==> src/rtl/anti_jitter_pkg.sv <==
// -----------------------------------------------------------------------------
// anti_jitter_pkg
// Shared types and sizing helpers for the anti_jitter_bank debouncer.
//   rpt_state_t : per-channel auto-repeat state (idle / hold delay / repeating)
//   cnt_width() : bit width of a counter that runs 0..max_count-1 (min 1 bit)
// -----------------------------------------------------------------------------
package anti_jitter_pkg;

    typedef enum logic [1:0] {
        RPT_IDLE,
        RPT_HOLD,
        RPT_REPEAT
    } rpt_state_t;

    function automatic int cnt_width(input int max_count);
        return (max_count > 1) ? $clog2(max_count) : 1;
    endfunction

endpackage

==> src/rtl/anti_jitter_ch.sv <==
// -----------------------------------------------------------------------------
// anti_jitter_ch
// One debounce channel: 2-flop synchroniser, stability counter, registered
// rise/fall pulses and the hold-then-repeat strobe generator.
// Ports:
//   clk, rst   : clock, asynchronous active-high reset
//   sig_i      : raw asynchronous pad input
//   us_tick    : shared 1 us strobe (one cycle wide)
//   ms_tick    : shared 1 ms strobe (coincides with a us_tick)
//   sig_o      : debounced level
//   rise, fall : one-cycle pulses in the cycle sig_o first shows its new value
//   rpt        : one-cycle auto-repeat strobe (named rpt because "repeat" is a
//                reserved word in SystemVerilog)
// -----------------------------------------------------------------------------
module anti_jitter_ch
    import anti_jitter_pkg::*;
#(
    parameter int   JITTER_MAX = 10000,
    parameter logic INIT_BIT   = 1'b0,
    parameter int   HOLD_MS    = 500,
    parameter int   REPEAT_MS  = 100
) (
    input  logic clk,
    input  logic rst,
    input  logic sig_i,
    input  logic us_tick,
    input  logic ms_tick,
    output logic sig_o,
    output logic rise,
    output logic fall,
    output logic rpt
);

    localparam int JIT_W  = cnt_width(JITTER_MAX);
    localparam int HOLD_W = cnt_width((HOLD_MS > REPEAT_MS) ? HOLD_MS : REPEAT_MS);

    localparam logic [JIT_W-1:0]  JIT_LAST    = JIT_W'(JITTER_MAX - 1);
    localparam logic [HOLD_W-1:0] HOLD_LAST   = HOLD_W'((HOLD_MS > 0) ? HOLD_MS - 1 : 0);
    localparam logic [HOLD_W-1:0] REPEAT_LAST = HOLD_W'((REPEAT_MS > 0) ? REPEAT_MS - 1 : 0);

    logic             sync_q;
    logic             s;
    logic [JIT_W-1:0] jit_cnt;
    logic             settle;
    logic             go_up;
    logic             go_down;

    rpt_state_t        state;
    rpt_state_t        state_nx;
    logic [HOLD_W-1:0] hold_cnt;
    logic [HOLD_W-1:0] hold_cnt_nx;
    logic              rpt_nx;

    // Both stages reset to the channel's idle level so a pad that already
    // sits at INIT_BIT never produces an edge after reset release.
    // NOTE: flops use <= so each stage takes the pre-edge value of the one
    // before it; blocking assignments would merge the two stages into one.
    always_ff @(posedge clk or posedge rst) begin
        if (rst) begin
            sync_q <= INIT_BIT;
            s      <= INIT_BIT;
        end else begin
            sync_q <= sig_i;
            s      <= sync_q;
        end
    end

    // The last tick of an uninterrupted disagreement commits the new level.
    assign settle  = us_tick && (s != sig_o) && (jit_cnt == JIT_LAST);
    assign go_up   = settle && s;
    assign go_down = settle && !s;

    always_ff @(posedge clk or posedge rst) begin
        if (rst) begin
            jit_cnt <= '0;
            sig_o   <= INIT_BIT;
            rise    <= 1'b0;
            fall    <= 1'b0;
        end else begin
            rise <= go_up;
            fall <= go_down;
            // Agreement (including any glitch back) restarts the count.
            if ((s == sig_o) || settle) begin
                jit_cnt <= '0;
            end else if (us_tick) begin
                jit_cnt <= jit_cnt + 1'b1;
            end
            if (settle) begin
                sig_o <= s;
            end
        end
    end

    always_ff @(posedge clk or posedge rst) begin
        if (rst) begin
            state    <= RPT_IDLE;
            hold_cnt <= '0;
            rpt      <= 1'b0;
        end else begin
            state    <= state_nx;
            hold_cnt <= hold_cnt_nx;
            rpt      <= rpt_nx;
        end
    end

    always_comb begin
        // NOTE: every output of this block gets a default first; a path that
        // left one unassigned would infer a latch.
        state_nx    = state;
        hold_cnt_nx = hold_cnt;
        rpt_nx      = 1'b0;

        if (HOLD_MS == 0) begin
            state_nx = RPT_IDLE;
        end else if (go_down) begin
            // Release wins over a coincident ms_tick: no strobe on the way out.
            state_nx    = RPT_IDLE;
            hold_cnt_nx = '0;
        end else begin
            case (state)
                RPT_IDLE: begin
                    if (go_up) begin
                        state_nx    = RPT_HOLD;
                        hold_cnt_nx = '0;
                    end
                end
                RPT_HOLD: begin
                    if (ms_tick) begin
                        if (hold_cnt == HOLD_LAST) begin
                            rpt_nx      = 1'b1;
                            state_nx    = RPT_REPEAT;
                            hold_cnt_nx = '0;
                        end else begin
                            hold_cnt_nx = hold_cnt + 1'b1;
                        end
                    end
                end
                RPT_REPEAT: begin
                    // With REPEAT_MS == 0 the channel stays silent until release.
                    if (ms_tick && (REPEAT_MS > 0)) begin
                        if (hold_cnt == REPEAT_LAST) begin
                            rpt_nx      = 1'b1;
                            hold_cnt_nx = '0;
                        end else begin
                            hold_cnt_nx = hold_cnt + 1'b1;
                        end
                    end
                end
                default: begin
                    state_nx    = RPT_IDLE;
                    hold_cnt_nx = '0;
                end
            endcase
        end
    end

endmodule

==> src/rtl/anti_jitter_bank.sv <==
// -----------------------------------------------------------------------------
// anti_jitter_bank
// Multi-channel switch/button debouncer with edge pulses and auto-repeat.
// Holds the shared 1 us / 1 ms prescalers and one anti_jitter_ch per channel.
// Ports:
//   clk   : system clock (CLK_FREQ MHz)
//   rst   : asynchronous active-high reset
//   sig_i : [CHANNELS] raw asynchronous pad inputs
//   sig_o : [CHANNELS] debounced levels
//   rise  : [CHANNELS] one-cycle pulse on sig_o 0->1
//   fall  : [CHANNELS] one-cycle pulse on sig_o 1->0
//   rpt   : [CHANNELS] one-cycle auto-repeat strobe while sig_o stays 1
// -----------------------------------------------------------------------------
module anti_jitter_bank
    import anti_jitter_pkg::*;
#(
    parameter int                  CLK_FREQ   = 10,
    parameter int                  CHANNELS   = 16,
    parameter int                  JITTER_MAX = 10000,
    parameter logic [CHANNELS-1:0] INIT_VALUE = '0,
    parameter int                  HOLD_MS    = 500,
    parameter int                  REPEAT_MS  = 100
) (
    input  logic                clk,
    input  logic                rst,
    input  logic [CHANNELS-1:0] sig_i,
    output logic [CHANNELS-1:0] sig_o,
    output logic [CHANNELS-1:0] rise,
    output logic [CHANNELS-1:0] fall,
    output logic [CHANNELS-1:0] rpt
);

    localparam int US_PER_MS = 1000;
    localparam int US_W      = cnt_width(CLK_FREQ);
    localparam int MS_W      = cnt_width(US_PER_MS);

    localparam logic [US_W-1:0] US_LAST = US_W'(CLK_FREQ - 1);
    localparam logic [MS_W-1:0] MS_LAST = MS_W'(US_PER_MS - 1);

    logic [US_W-1:0] us_cnt;
    logic [MS_W-1:0] ms_cnt;
    logic            us_tick;
    logic            ms_tick;

    // Ticks are decoded from the wrap value so they are high for exactly the
    // cycle in which the prescaler returns to zero.
    assign us_tick = (us_cnt == US_LAST);
    assign ms_tick = us_tick && (ms_cnt == MS_LAST);

    always_ff @(posedge clk or posedge rst) begin
        if (rst) begin
            us_cnt <= '0;
            ms_cnt <= '0;
        end else if (us_tick) begin
            us_cnt <= '0;
            ms_cnt <= ms_tick ? '0 : ms_cnt + 1'b1;
        end else begin
            us_cnt <= us_cnt + 1'b1;
        end
    end

    for (genvar i = 0; i < CHANNELS; i++) begin : g_ch
        anti_jitter_ch #(
            .JITTER_MAX (JITTER_MAX),
            .INIT_BIT   (INIT_VALUE[i]),
            .HOLD_MS    (HOLD_MS),
            .REPEAT_MS  (REPEAT_MS)
        ) u_ch (
            .clk     (clk),
            .rst     (rst),
            .sig_i   (sig_i[i]),
            .us_tick (us_tick),
            .ms_tick (ms_tick),
            .sig_o   (sig_o[i]),
            .rise    (rise[i]),
            .fall    (fall[i]),
            .rpt     (rpt[i])
        );
    end

endmodule

==> config.mk <==
export PLATFORM = sky130hd
export DESIGN_NAME = anti_jitter_bank
export DESIGN_NICKNAME = d
export VERILOG_FILES = /design/src/rtl/anti_jitter_pkg.sv /design/src/rtl/anti_jitter_ch.sv /design/src/rtl/anti_jitter_bank.sv
export SDC_FILE = /design/constraint.sdc
export NUM_CORES = 1
export LEC_CHECK = 0
export CAP_MARGIN = 20
export CORE_MARGIN = 4
export CORE_UTILIZATION = 34
export CTS_BUF_LIST = sky130_fd_sc_hd__clkbuf_4
export DETAILED_ROUTE_END_ITERATION = 10
export GPL_TIMING_DRIVEN = 0
export SKIP_CTS_REPAIR_TIMING = 1
export SLEW_MARGIN = 10
export SYNTH_ARGS = -nofsm -noshare
export SYNTH_HDL_FRONTEND = slang
export SYNTH_SLANG_ARGS = --single-unit
==> constraint.sdc <==
create_clock -name clk -period 19.35 [get_ports clk]
set_clock_uncertainty 0.1 [all_clocks]
set_input_delay 3.87 -clock clk [delete_from_list [all_inputs] [get_ports clk]]
set_output_delay 3.87 -clock clk [all_outputs]
set_load 0.05 [all_outputs]
== Word-level counts from Yosys, hierarchy flattened ==
Cells that the tools add are included.

* Register bits after elaboration: 510
* Input port bits: 18
* Word-level logic and storage cells: 857
* Output and inout bits: 64

* Eq/ne operators: 194
* Mux-type cells: 322
* $add $sub $neg: 34
* Reductions and logical operators: 161

{| class="wikitable"
|+ Operator list
! cell !! number
|-
| 9-bit 2-to-1 mux || 96
|-
| 14-bit 2-to-1 mux || 32
|-
| 9-bit case mux with 3 select lines || 16
|-
| 14-bit by 1-bit adder with 14-bit output (second input constant) || 16
|-
| 14-bit == test (second input constant) || 16
|-
| 9-bit by 1-bit adder with 9-bit output (second input constant) || 16
|-
| 9-bit by 7-bit == test with 1-bit output (second input constant) || 16
|-
| 9-bit == test (second input constant) || 16
|-
| 2-bit 2-to-1 mux || 64
|-
| 3-bit by 1-bit inequality test with 1-bit output (second input constant) || 32
|-
| 3-bit by 2-bit inequality test with 1-bit output (second input constant) || 32
|-
| 2-bit case mux with 3 select lines || 16
|-
| 1-bit 2-to-1 mux || 80
|-
| 1-bit logical AND || 65
|-
| 4-bit AND reduction || 16
|-
| 3-bit AND reduction || 16
|-
| 2-bit by 1-bit == test with 1-bit output (second input constant) || 16
|-
| 2-bit == test (second input constant) || 16
|-
| 2-bit logical NOT || 16
|-
| 2-bit by 1-bit inequality test with 1-bit output (second input constant) || 16
|-
| 1-bit case mux with 2 select lines || 16
|-
| 2-bit nonzero test || 16
|-
| 1-bit == test || 16
|-
| 1-bit logical NOT || 16
|-
| other kinds (8) || 38
|}

== Longest topological paths before layout ==
Gate-level depths: netlist of run 1.

* Word-level depth: 7
* Gate-level depth with buffers: 10
* Gate-level depth less buffers: 8

== Cells and area by module ==
Synthesis of run 1 repeated with hierarchy kept, for this count alone.

* Cells, all modules: 2896
* Area, all modules: 28355.9 um^2

{| class="wikitable"
|+ Modules (own cells, without submodules)
! module !! cells an instance !! times used !! area each (um^2) !! sequential area each (um^2)
|-
| anti_jitter_ch (g_ch[0].u_ch ...) || 177 || 14 || 1726.7 || 775.7
|-
| anti_jitter_ch (g_ch[7].u_ch ...) || 175 || 2 || 1756.7 || 775.7
|-
| anti_jitter_bank || 68 || 1 || 669.4 || 350.3
|}

== Least setup slack after synthesis of run 1 ==
OpenSTA, ideal clock, no wires.

* Path type: reg2out
* Start point: reg g_ch[4].u_ch.sig_o
* End point: out sig_o[4]
* Stages on the path, launching flop included: 2
* Buffers on the path: 1
* Data required time: 15.380 ns
* Data arrival time: 0.611 ns
* Path slack: 14.769 ns
* Cells stage by stage: dfrtp_1 > buf_4

{| class="wikitable"
|+ RTL lines
! element !! RTL line !! text
|-
| from (decl) || anti_jitter_ch.sv:28 || <nowiki>output logic sig_o,</nowiki>
|-
| from (signal assigned) || anti_jitter_ch.sv:89 || <nowiki>sig_o <= s;</nowiki>
|-
| to (decl) || anti_jitter_bank.sv:27 || <nowiki>output logic [CHANNELS-1:0] sig_o,</nowiki>
|}

No word-level cell between the ends.

== Worst setup path after layout of run 1 ==
* Start point: reg g_ch[3].u_ch.sig_o
* End point: out sig_o[3]

{| class="wikitable"
|+ RTL lines
! element !! RTL line
|-
| from (decl) || anti_jitter_ch.sv:28
|-
| from (signal assigned) || anti_jitter_ch.sv:89
|}

No word-level cell between the ends.

==> flow_summary.yaml, run 1 <==
clock_tree:
  clk_latency_ns: 0.97
  htreeDepth: 4
  cts.sinks: 510
  path_clk_slew_ns: 0.07
  cts_max_path_buffers: 3
  cts_made_buffers: 147
  cts_tree: "built"
  cts-root-buf: "clkbuf_4"
layout:
  nFillCells: 7708
  seqCellArea_um2: 12800
  stdcell_count: 4146
  fin_util: 0.397
  drive_above_1_share: 0.121
  nNetsFinal: 3111
  syn2layout_area_growth_pct: 15.6
  multiInputGateArea_um2: 12800
setup_path:
  critPathKind: "flip-flop to output pin"
  crit_arrival_ns: 2.41
  crit_required_ns: 15.38
  reg2regPathDepth: 9
  critPathMaxFanout: 4
  endpoint_kind: "output pin"
  start_kind: "flip-flop"
global_routing:
  gr-total-overflow: 0
  grt_pass1_vias: 20100
  grt_max_degree: 115
  antenna_found_initial: 3
  grt_usage: 0.148
  grt_first_pass_wirelength_mm: 101
drt:
  dr_total_vias: 20600
  ant_nets: 0
  wl_per_cell_um: 14.5
  first_pass_iters: 6
  drt_iter0_markers: 1315
  totalWireLength_mm: 60.2
  route.detailed.drc: 0
  routed_via_density: 4.97
yosys:
  synthFlopType: "dfrtp_1"
  synthCells: 2761
  synth.distinct_cells: 86
  yosys.area.top_type: "dfrtp_1"
  synth.area.top_cells: "dfrtp_1 (48%), nor2_1 (5.3%), ha_1 (4.6%), xor2_1 (4.5%), nand2_1 (3.2%)"
  netlist_top_cells_count: "dfrtp_1 (510), nor2_1 (375), nand2_1 (227)"
  avgSynthCellArea_um2: 9.64
  synth.most_common_cell: "dfrtp_1"
  yosys.area.top_type_share: 0.480
  yosysWarningCount: 0
  synth_edf_count: 0
  synth_nets: 2876
  synth-async-reset-ratio: 1.00
  ys_ff_latch: 510
  syn-cell-area_um2: 26600
  yosysSeqAreaShare: 0.480
timing:
  layout_setup_ws_ns: 12.97
  fin_crit_ns: 6.38
  relSlewSlack: 0.298
  setup_violations: 0
  clock.fmax_mhz: 157
  rsz0062_at_grt: "false"
  hold_viol: 0
  tightest_slew_ns: 1.05
  period_share: 0.330
  slew_violations: 0
pwr:
  clockPowerShare: 0.480
  p_sw_frac: 0.235
  peakVddDrop_uv: 48.7
  p_switching_mw: 0.504
  internal_power_mw: 1.64
  powerDensity_nw_per_um2: 69.6
  comb_power_share: 0.019
  leakage_nw: 13.3
  pwr-share-seq: 0.501
place:
  dp_worst_setup_slack_ns: 13.27
  gp_congestion: 0.805
  dp_cells: 3887
  io_buffers: 81
  dp_hpwl_mm: 40.0
floorplan:
  io_pins: 82
  dieArea_um2: 82800
  start_util: 0.344
  row_count: 102
  die_y_um: 288
  coreArea_um2: 77500
  die_w_um: 288
min_path:
  whs_path_depth: 0
  hold_path_class: "flip-flop to flip-flop"
run:
  max_cap_viol_count: 0
status:
  status: "finished clean"
## worst max-delay path, stage by stage, from the launching register on
cell,delay [ns]
dfrtp_1,0.49
buf_4,0.16
clkdlybuf4s50_1,0.79
## per-layer routing
| layer | global-route usage | vias up | part of all wire |
|---|---|---|---|
| met5 | 0 | - | 0 |
| met4 | 0.0502 | 0 | 0.019 |
| met3 | 0.0397 | 99 | 0.046 |
| met2 | 0.235 | 349 | 0.46 |
| met1 | 0.196 | 9933 | 0.47 |
| li1 | - | 10200 | - |
## cell usage in the layout (no fill, tap or decap), types with 20 or more instances in the layout
cell / netlist / layout
and3_1: 68 / 68
mux2i_1: 35 / 35
clkdlybuf4s50_1: 0 / 81
nor3_1: 58 / 58
xnor2_1: 86 / 86
xor2_1: 137 / 137
buf_4: 64 / 64
o21ai_0: 48 / 48
o31ai_1: 52 / 52
a21oi_1: 58 / 58
dfrtp_1: 510 / 510
nand3_1: 159 / 159
clkinv_1: 0 / 26
nand4_1: 92 / 92
or3_1: 22 / 22
o21ai_1: 119 / 119
clkbuf_4: 0 / 214
nor2b_1: 25 / 25
clkbuf_1: 44 / 43
inv_1: 86 / 85
nor2_1: 375 / 375
nand2b_1: 28 / 28
a22o_1: 21 / 21
nor4b_1: 26 / 26
nand2_1: 227 / 227
and2_1: 20 / 20
ha_1: 97 / 97
## kinds of logic after synthesis
kind of cell | synth area share
muxes | 0.0166
DFF | 0.480
AOI/OAI and AO/OA | 0.107
buffers and inverters | 0.0405
xor gates and xnor gates | 0.0734
adders and majority gates | 0.0456
and+or+nand+nor | 0.237
## power by group through the flow
| stage | clock, mW | combinational, mW | sequential (mW) |
|---|---|---|---|
| 2_1_floorplan | 0 | 0.0252 | 1.09 |
| 3_3_place_gp | 0 | 0.0397 | 1.09 |
| 3_5_place_dp | 0 | 0.0428 | 1.09 |
| 4_1_cts | 1.08 | 0.0428 | 1.07 |
| 5_1_grt | 1.13 | 0.0475 | 1.07 |
| 6_report | 1.03 | 0.0404 | 1.07 |
## state kept, by name (all words and copies together) (netlist names), 16 cells and up
| name | count |
|---|---|
| g_ch.u_ch.sync_q | 16 |
| g_ch.u_ch.fall | 16 |
| g_ch.u_ch.rpt | 16 |
| g_ch.u_ch.rise | 16 |
| g_ch.u_ch.jit_cnt | 224 |
| g_ch.u_ch.state | 32 |
| g_ch.u_ch.s | 16 |
| g_ch.u_ch.hold_cnt | 144 |
| g_ch.u_ch.sig_o | 16 |
## metrics by stage
step / TNS [ns] / hold slack (ns) / total power, mW / area, µm²
finish: 0 / 0.236 / 2.14 / 30800
global route: 0 / 0.250 / 2.25 / 30800
CTS: 0 / 0.247 / 2.19 / 30700
floorplan: 0 / 0.231 / 1.12 / 26600
detailed placement: 0 / 0.235 / 1.14 / 28900
global placement: -2884.97 / 0.234 / 1.13 / 28700
## path summary, 6_finish.rpt
path / from / slack (ns) / end
min: g_ch[8].u_ch.sync_q / 0.24 / g_ch[8].u_ch.s
min in group asynchronous: rst / 3.32 / g_ch[1].u_ch.sync_q
max reg2reg: us_cnt[2] / 15.34 / g_ch[1].u_ch.jit_cnt[1]
min reg2reg: g_ch[8].u_ch.sync_q / 0.24 / g_ch[8].u_ch.s
max in group asynchronous: rst / 14.31 / g_ch[4].u_ch.sync_q
max: g_ch[3].u_ch.sig_o / 12.97 / sig_o[3]
## layout make-up
type	count	area share
multi-input combinational	2034	0.415
sequential	510	0.415
clock buffer	214	0.0522
tap	1040	0.0423
timing repair buffer	86	0.0304
buffer	131	0.0247
inverter	86	0.0107
clock inverter	42	0.00895
antenna	3	0.000244
Note: power is estimated with default switching activity, not from simulation.
==> run 2: changes to the inputs <==
==> constraint.sdc (replaced) <==
create_clock -name clk -period 5.34 [get_ports clk]
set_clock_uncertainty 0.1 [all_clocks]
set_input_delay 1.068 -clock clk [delete_from_list [all_inputs] [get_ports clk]]
set_output_delay 1.068 -clock clk [all_outputs]
set_load 0.05 [all_outputs]
==> flow_summary.yaml, run 2 (synthesis results as in run 1) <==
pwr:
  p_sw_frac: 0.231
  clockPowerShare: 0.482
  peakVddDrop_uv: 189
  p_switching_mw: 1.81
  powerDensity_nw_per_um2: 253
  pwr-share-seq: 0.497
  comb_power_share: 0.021
  internal_power_mw: 6.02
  leakage_nw: 13.4
drt:
  totalWireLength_mm: 60.3
  route.detailed.drc: 0
  routed_via_density: 4.97
  ant_nets: 0
  drt_iter0_markers: 1263
  first_pass_iters: 5
  wl_per_cell_um: 14.5
  dr_total_vias: 20600
layout:
  final_common_cell: "dfrtp_1"
  largest_reg_flops: 224
  largestRegisters: "g_ch.u_ch.jit_cnt x224, g_ch.u_ch.hold_cnt x144, g_ch.u_ch.state x32"
  drive_above_1_share: 0.123
  regMostFlops: "g_ch.u_ch.jit_cnt"
  nNetsFinal: 3122
  syn2layout_area_growth_pct: 16.4
  final_cell_mix: "dfrtp_1 (510), nor2_1 (375), nand2_1 (227)"
  stdcell_count: 4151
  final_area_um2: 31000
global_routing:
  gr-total-overflow: 0
  grt_usage: 0.148
  grt_pass1_vias: 20100
  grt_max_degree: 38
  antenna_found_initial: 3
  grt_first_pass_wirelength_mm: 101
clock_tree:
  cts_tree: "built"
  cts.sinks: 510
  cts_max_path_buffers: 3
  htreeDepth: 4
  cts-root-buf: "clkbuf_4"
  cts_made_buffers: 146
  clk_latency_ns: 0.97
  path_clk_slew_ns: 0.06
floorplan:
  start_util: 0.344
  row_count: 102
  die_w_um: 288
  coreArea_um2: 77500
  dieArea_um2: 82800
  io_pins: 82
  die_y_um: 288
timing:
  layout_setup_ws_ns: 1.33
  clock.fmax_mhz: 250
  finalSetupTns_ns: 0
  hold_viol: 0
  setup_violations: 0
  relSlewSlack: 0.326
  period_share: 0.751
  tightest_slew_ns: 1.01
  slew_violations: 0
  rsz0062_at_grt: "false"
  fin_crit_ns: 4.01
place:
  dp_worst_setup_slack_ns: 1.29
  dp_hpwl_mm: 40.8
  gp_congestion: 0.804
  dpl_cell_area_um2: 29100
  io_buffers: 81
  dp_cells: 3899
setup_path:
  cp_slowest_stage_delay_ns: 0.71
  critPathKind: "flip-flop to flip-flop"
  endpoint_kind: "flip-flop"
  critPathMaxFanout: 10
  crit_arrival_ns: 4.77
  crit_path_frequent_cell: "buf_2"
  crit_slowest_cell: "clkbuf_1"
  crit_required_ns: 6.10
  start_kind: "flip-flop"
  cp_cell_sequence: "and4bb_1 > buf_2 > buf_2 > buf_2 > buf_2 > buf_1 > clkbuf_1 > nand2_1 > a21oi_1"
min_path:
  hold_path_class: "flip-flop to flip-flop"
run:
  max_cap_viol_count: 0
status:
  status: "finished clean"
-- run 2: cell count changes in the layout (fill, tap and decap cells not counted), sizes merged --
cell,delta
clkinv,-10
buf,+12
clkbuf,-1
bufinv,+2
diode,+2
-- run 2: worst paths after layout --
path	slack, ns	endpoint	start	depth (start not counted)
setup reg to reg	1.33	g_ch[13].u_ch.jit_cnt[1]	us_cnt[2]	9
setup / recovery	1.33	g_ch[13].u_ch.jit_cnt[1]	us_cnt[2]	9
min in group asynchronous	0.45	g_ch[10].u_ch.hold_cnt[8]	rst	2
max in group asynchronous	3.40	g_ch[4].u_ch.rpt	rst	6
hold / removal	0.24	g_ch[4].u_ch.s	g_ch[4].u_ch.sync_q	0
hold reg to reg	0.24	g_ch[4].u_ch.s	g_ch[4].u_ch.sync_q	0
-- run 2: layout make-up --
type,count,area (µm²)
repair buffers,98,1160
multi-input cells,2034,12800
fillers,7696,46500
clock inverters,34,287
inverters,86,327
diodes,5,12.5
plain buffers,131,758
clock buffers,213,1600
well taps,1040,1300
flip-flops and latches,510,12800
-- run 2: critical path: cells and delay by family, from the launching register on --
family          cells  cell delay (ns)
compound gates      1             0.15
buf+inv             6             2.80
flops               1             0.43
simple gates        2             0.39
-- run 2: stage by stage --
stage               hold slack (ns)  total power, mW  utilization
floorplan                     0.231             4.05            -
global placement              0.234             4.11        0.371
detailed placement            0.235             4.13        0.375
CTS                           0.250             8.02        0.400
global route                  0.249             8.24        0.400
finish                        0.244             7.83        0.400
-- run 2: routing by layer --
metal	vias to the layer above	track usage	part of all wire
li1	10200	-	-
met1	9902	0.199	0.47
met2	366	0.230	0.46
met3	105	0.0405	0.046
met4	0	0.0497	0.024
met5	-	0	0
-- run 2: power groups by stage --
stage	combinational (mW)	sequential, mW	clock (mW)
after CTS	0.175	3.89	3.96
after detailed placement	0.175	3.96	0
after global routing	0.194	3.89	4.16
after global placement	0.144	3.97	0
final	0.166	3.89	3.78
after floorplan	0.0917	3.96	0
==> run 3: changes to the inputs <==
==> constraint.sdc (replaced) <==
create_clock -name clk -period 3.4 [get_ports clk]
set_clock_uncertainty 0.1 [all_clocks]
set_input_delay 0.68 -clock clk [delete_from_list [all_inputs] [get_ports clk]]
set_output_delay 0.68 -clock clk [all_outputs]
set_load 0.05 [all_outputs]
==> flow_summary.yaml, run 3 (synthesis results as in run 1) <==
layout:
  syn2layout_area_growth_pct: 17.2
  nNetsFinal: 3140
  regMostFlops: "g_ch.u_ch.jit_cnt"
  largestRegisters: "g_ch.u_ch.jit_cnt x224, g_ch.u_ch.hold_cnt x144, g_ch.u_ch.state x32"
  final_common_cell: "dfrtp_1"
  largest_reg_flops: 224
  drive_above_1_share: 0.126
  final_area_um2: 31200
  final_cell_mix: "dfrtp_1 (510), nor2_1 (375), nand2_1 (227)"
clock_tree:
  cts.sinks: 510
  cts-root-buf: "clkbuf_4"
  clk_latency_ns: 0.98
  htreeDepth: 4
  cts_made_buffers: 146
  cts_max_path_buffers: 3
  path_clk_slew_ns: 0.06
  cts_tree: "built"
drt:
  totalWireLength_mm: 60.3
  first_pass_iters: 5
  dr_total_vias: 20700
  routed_via_density: 4.96
  ant_nets: 0
  wl_per_cell_um: 14.5
  route.detailed.drc: 0
  drt_iter0_markers: 1242
pwr:
  pwr-share-seq: 0.496
  internal_power_mw: 9.47
  powerDensity_nw_per_um2: 395
  p_switching_mw: 2.85
  p_sw_frac: 0.231
  leakage_nw: 13.5
  comb_power_share: 0.022
  peakVddDrop_uv: 301
  clockPowerShare: 0.482
timing:
  rsz0062_at_grt: "false"
  tightest_slew_ns: 0.872
  clock.fmax_mhz: 305
  period_share: 0.963
  hold_viol: 0
  relSlewSlack: 0.419
  setup_violations: 0
  fin_crit_ns: 3.27
  slew_violations: 0
  layout_setup_ws_ns: 0.126
floorplan:
  start_util: 0.344
  die_w_um: 288
  coreArea_um2: 77500
  row_count: 102
  dieArea_um2: 82800
  io_pins: 82
  die_y_um: 288
place:
  dp_hpwl_mm: 40.8
  io_buffers: 81
  dpl_cell_area_um2: 29100
  gp_congestion: 0.804
  dp_worst_setup_slack_ns: -0.648
global_routing:
  grt_max_degree: 38
  grt_pass1_vias: 20100
  gr-total-overflow: 0
  grt_usage: 0.148
  grt_first_pass_wirelength_mm: 101
  antenna_found_initial: 3
setup_path:
  start_kind: "flip-flop"
  crit_required_ns: 4.18
  reg2reg_setup_slack_ns: 0.13
  critPathMaxFanout: 10
  critPathKind: "flip-flop to flip-flop"
  endpoint_kind: "flip-flop"
  crit_arrival_ns: 4.06
run:
  max_cap_viol_count: 0
status:
  status: "finished clean"
min_path:
  hold_path_class: "primary input to flip-flop"
-- run 3: cell count changes in the layout (fill, tap and decap cells not counted), sizes merged --
cell,delta
dlygate4sd3,+15
clkbuf,+5
buf,-2
-- run 3: routing by layer --
layer / GRT usage / share of wire / vias up
met5: 0 / 0 / -
met4: 0.0497 / 0.024 / 0
met3: 0.0405 / 0.048 / 109
met2: 0.230 / 0.46 / 365
met1: 0.199 / 0.47 / 9915
li1: - / - / 10300
-- run 3: through the flow --
step / instances / setup TNS [ns] / hold slack [ns] / power [mW] / util
final: 4169 / 0 / 0.110 / 12.3 / 0.403
after global routing: 4169 / 0 / -0.00290 / 13.0 / 0.403
after CTS: 4146 / -15.73 / -0.0955 / 12.6 / 0.400
after detailed placement: 3899 / -14.98 / 0.235 / 6.49 / 0.375
after global placement: 3882 / -4127.39 / 0.234 / 6.46 / 0.371
after floorplan: 2761 / -2195.22 / 0.231 / 6.36 / -
-- run 3: power groups by stage --
stage | combinational, mW | sequential (mW) | clock [mW]
after floorplan | 0.144 | 6.22 | 0
after global placement | 0.227 | 6.23 | 0
after detailed placement | 0.275 | 6.22 | 0
after CTS | 0.275 | 6.11 | 6.21
after global routing | 0.319 | 6.10 | 6.54
final | 0.274 | 6.11 | 5.94
-- run 3: worst max-delay path: stages, from the launching register on --
cell and delay, ns:
dfrtp_1 0.44, nand4bb_1 0.19, buf_2 0.26, or4_4 0.63
buf_2 0.30, buf_2 0.39, o21a_1 0.26, nor3_1 0.35
nand3_1 0.13, o21ai_1 0.09
-- run 3: layout make-up --
type / instances / area [µm²]
Clock inverter: 34 / 287
Buffer: 131 / 778
Inverter: 86 / 327
Multi-Input combinational cell: 2034 / 12800
Antenna cell: 5 / 12.5
Sequential cell: 510 / 12800
Tap cell: 1040 / 1300
Fill cell: 7698 / 46300
Clock buffer: 213 / 1600
Timing Repair Buffer: 116 / 1330
-- run 3: worst paths after layout --
| path | startpoint | to | depth (start not counted) |
|---|---|---|---|
| max in group asynchronous | rst | g_ch[4].u_ch.rpt | 7 |
| worst min register to register | g_ch[4].u_ch.sync_q | g_ch[4].u_ch.s | 0 |
| min in group asynchronous | rst | g_ch[10].u_ch.jit_cnt[5] | 3 |
| worst max-delay path | us_cnt[2] | g_ch[11].u_ch.state[0] | 9 |
| worst min-delay path | sig_i[9] | g_ch[9].u_ch.sync_q | 1 |
| worst max register to register | us_cnt[2] | g_ch[11].u_ch.state[0] | 9 |
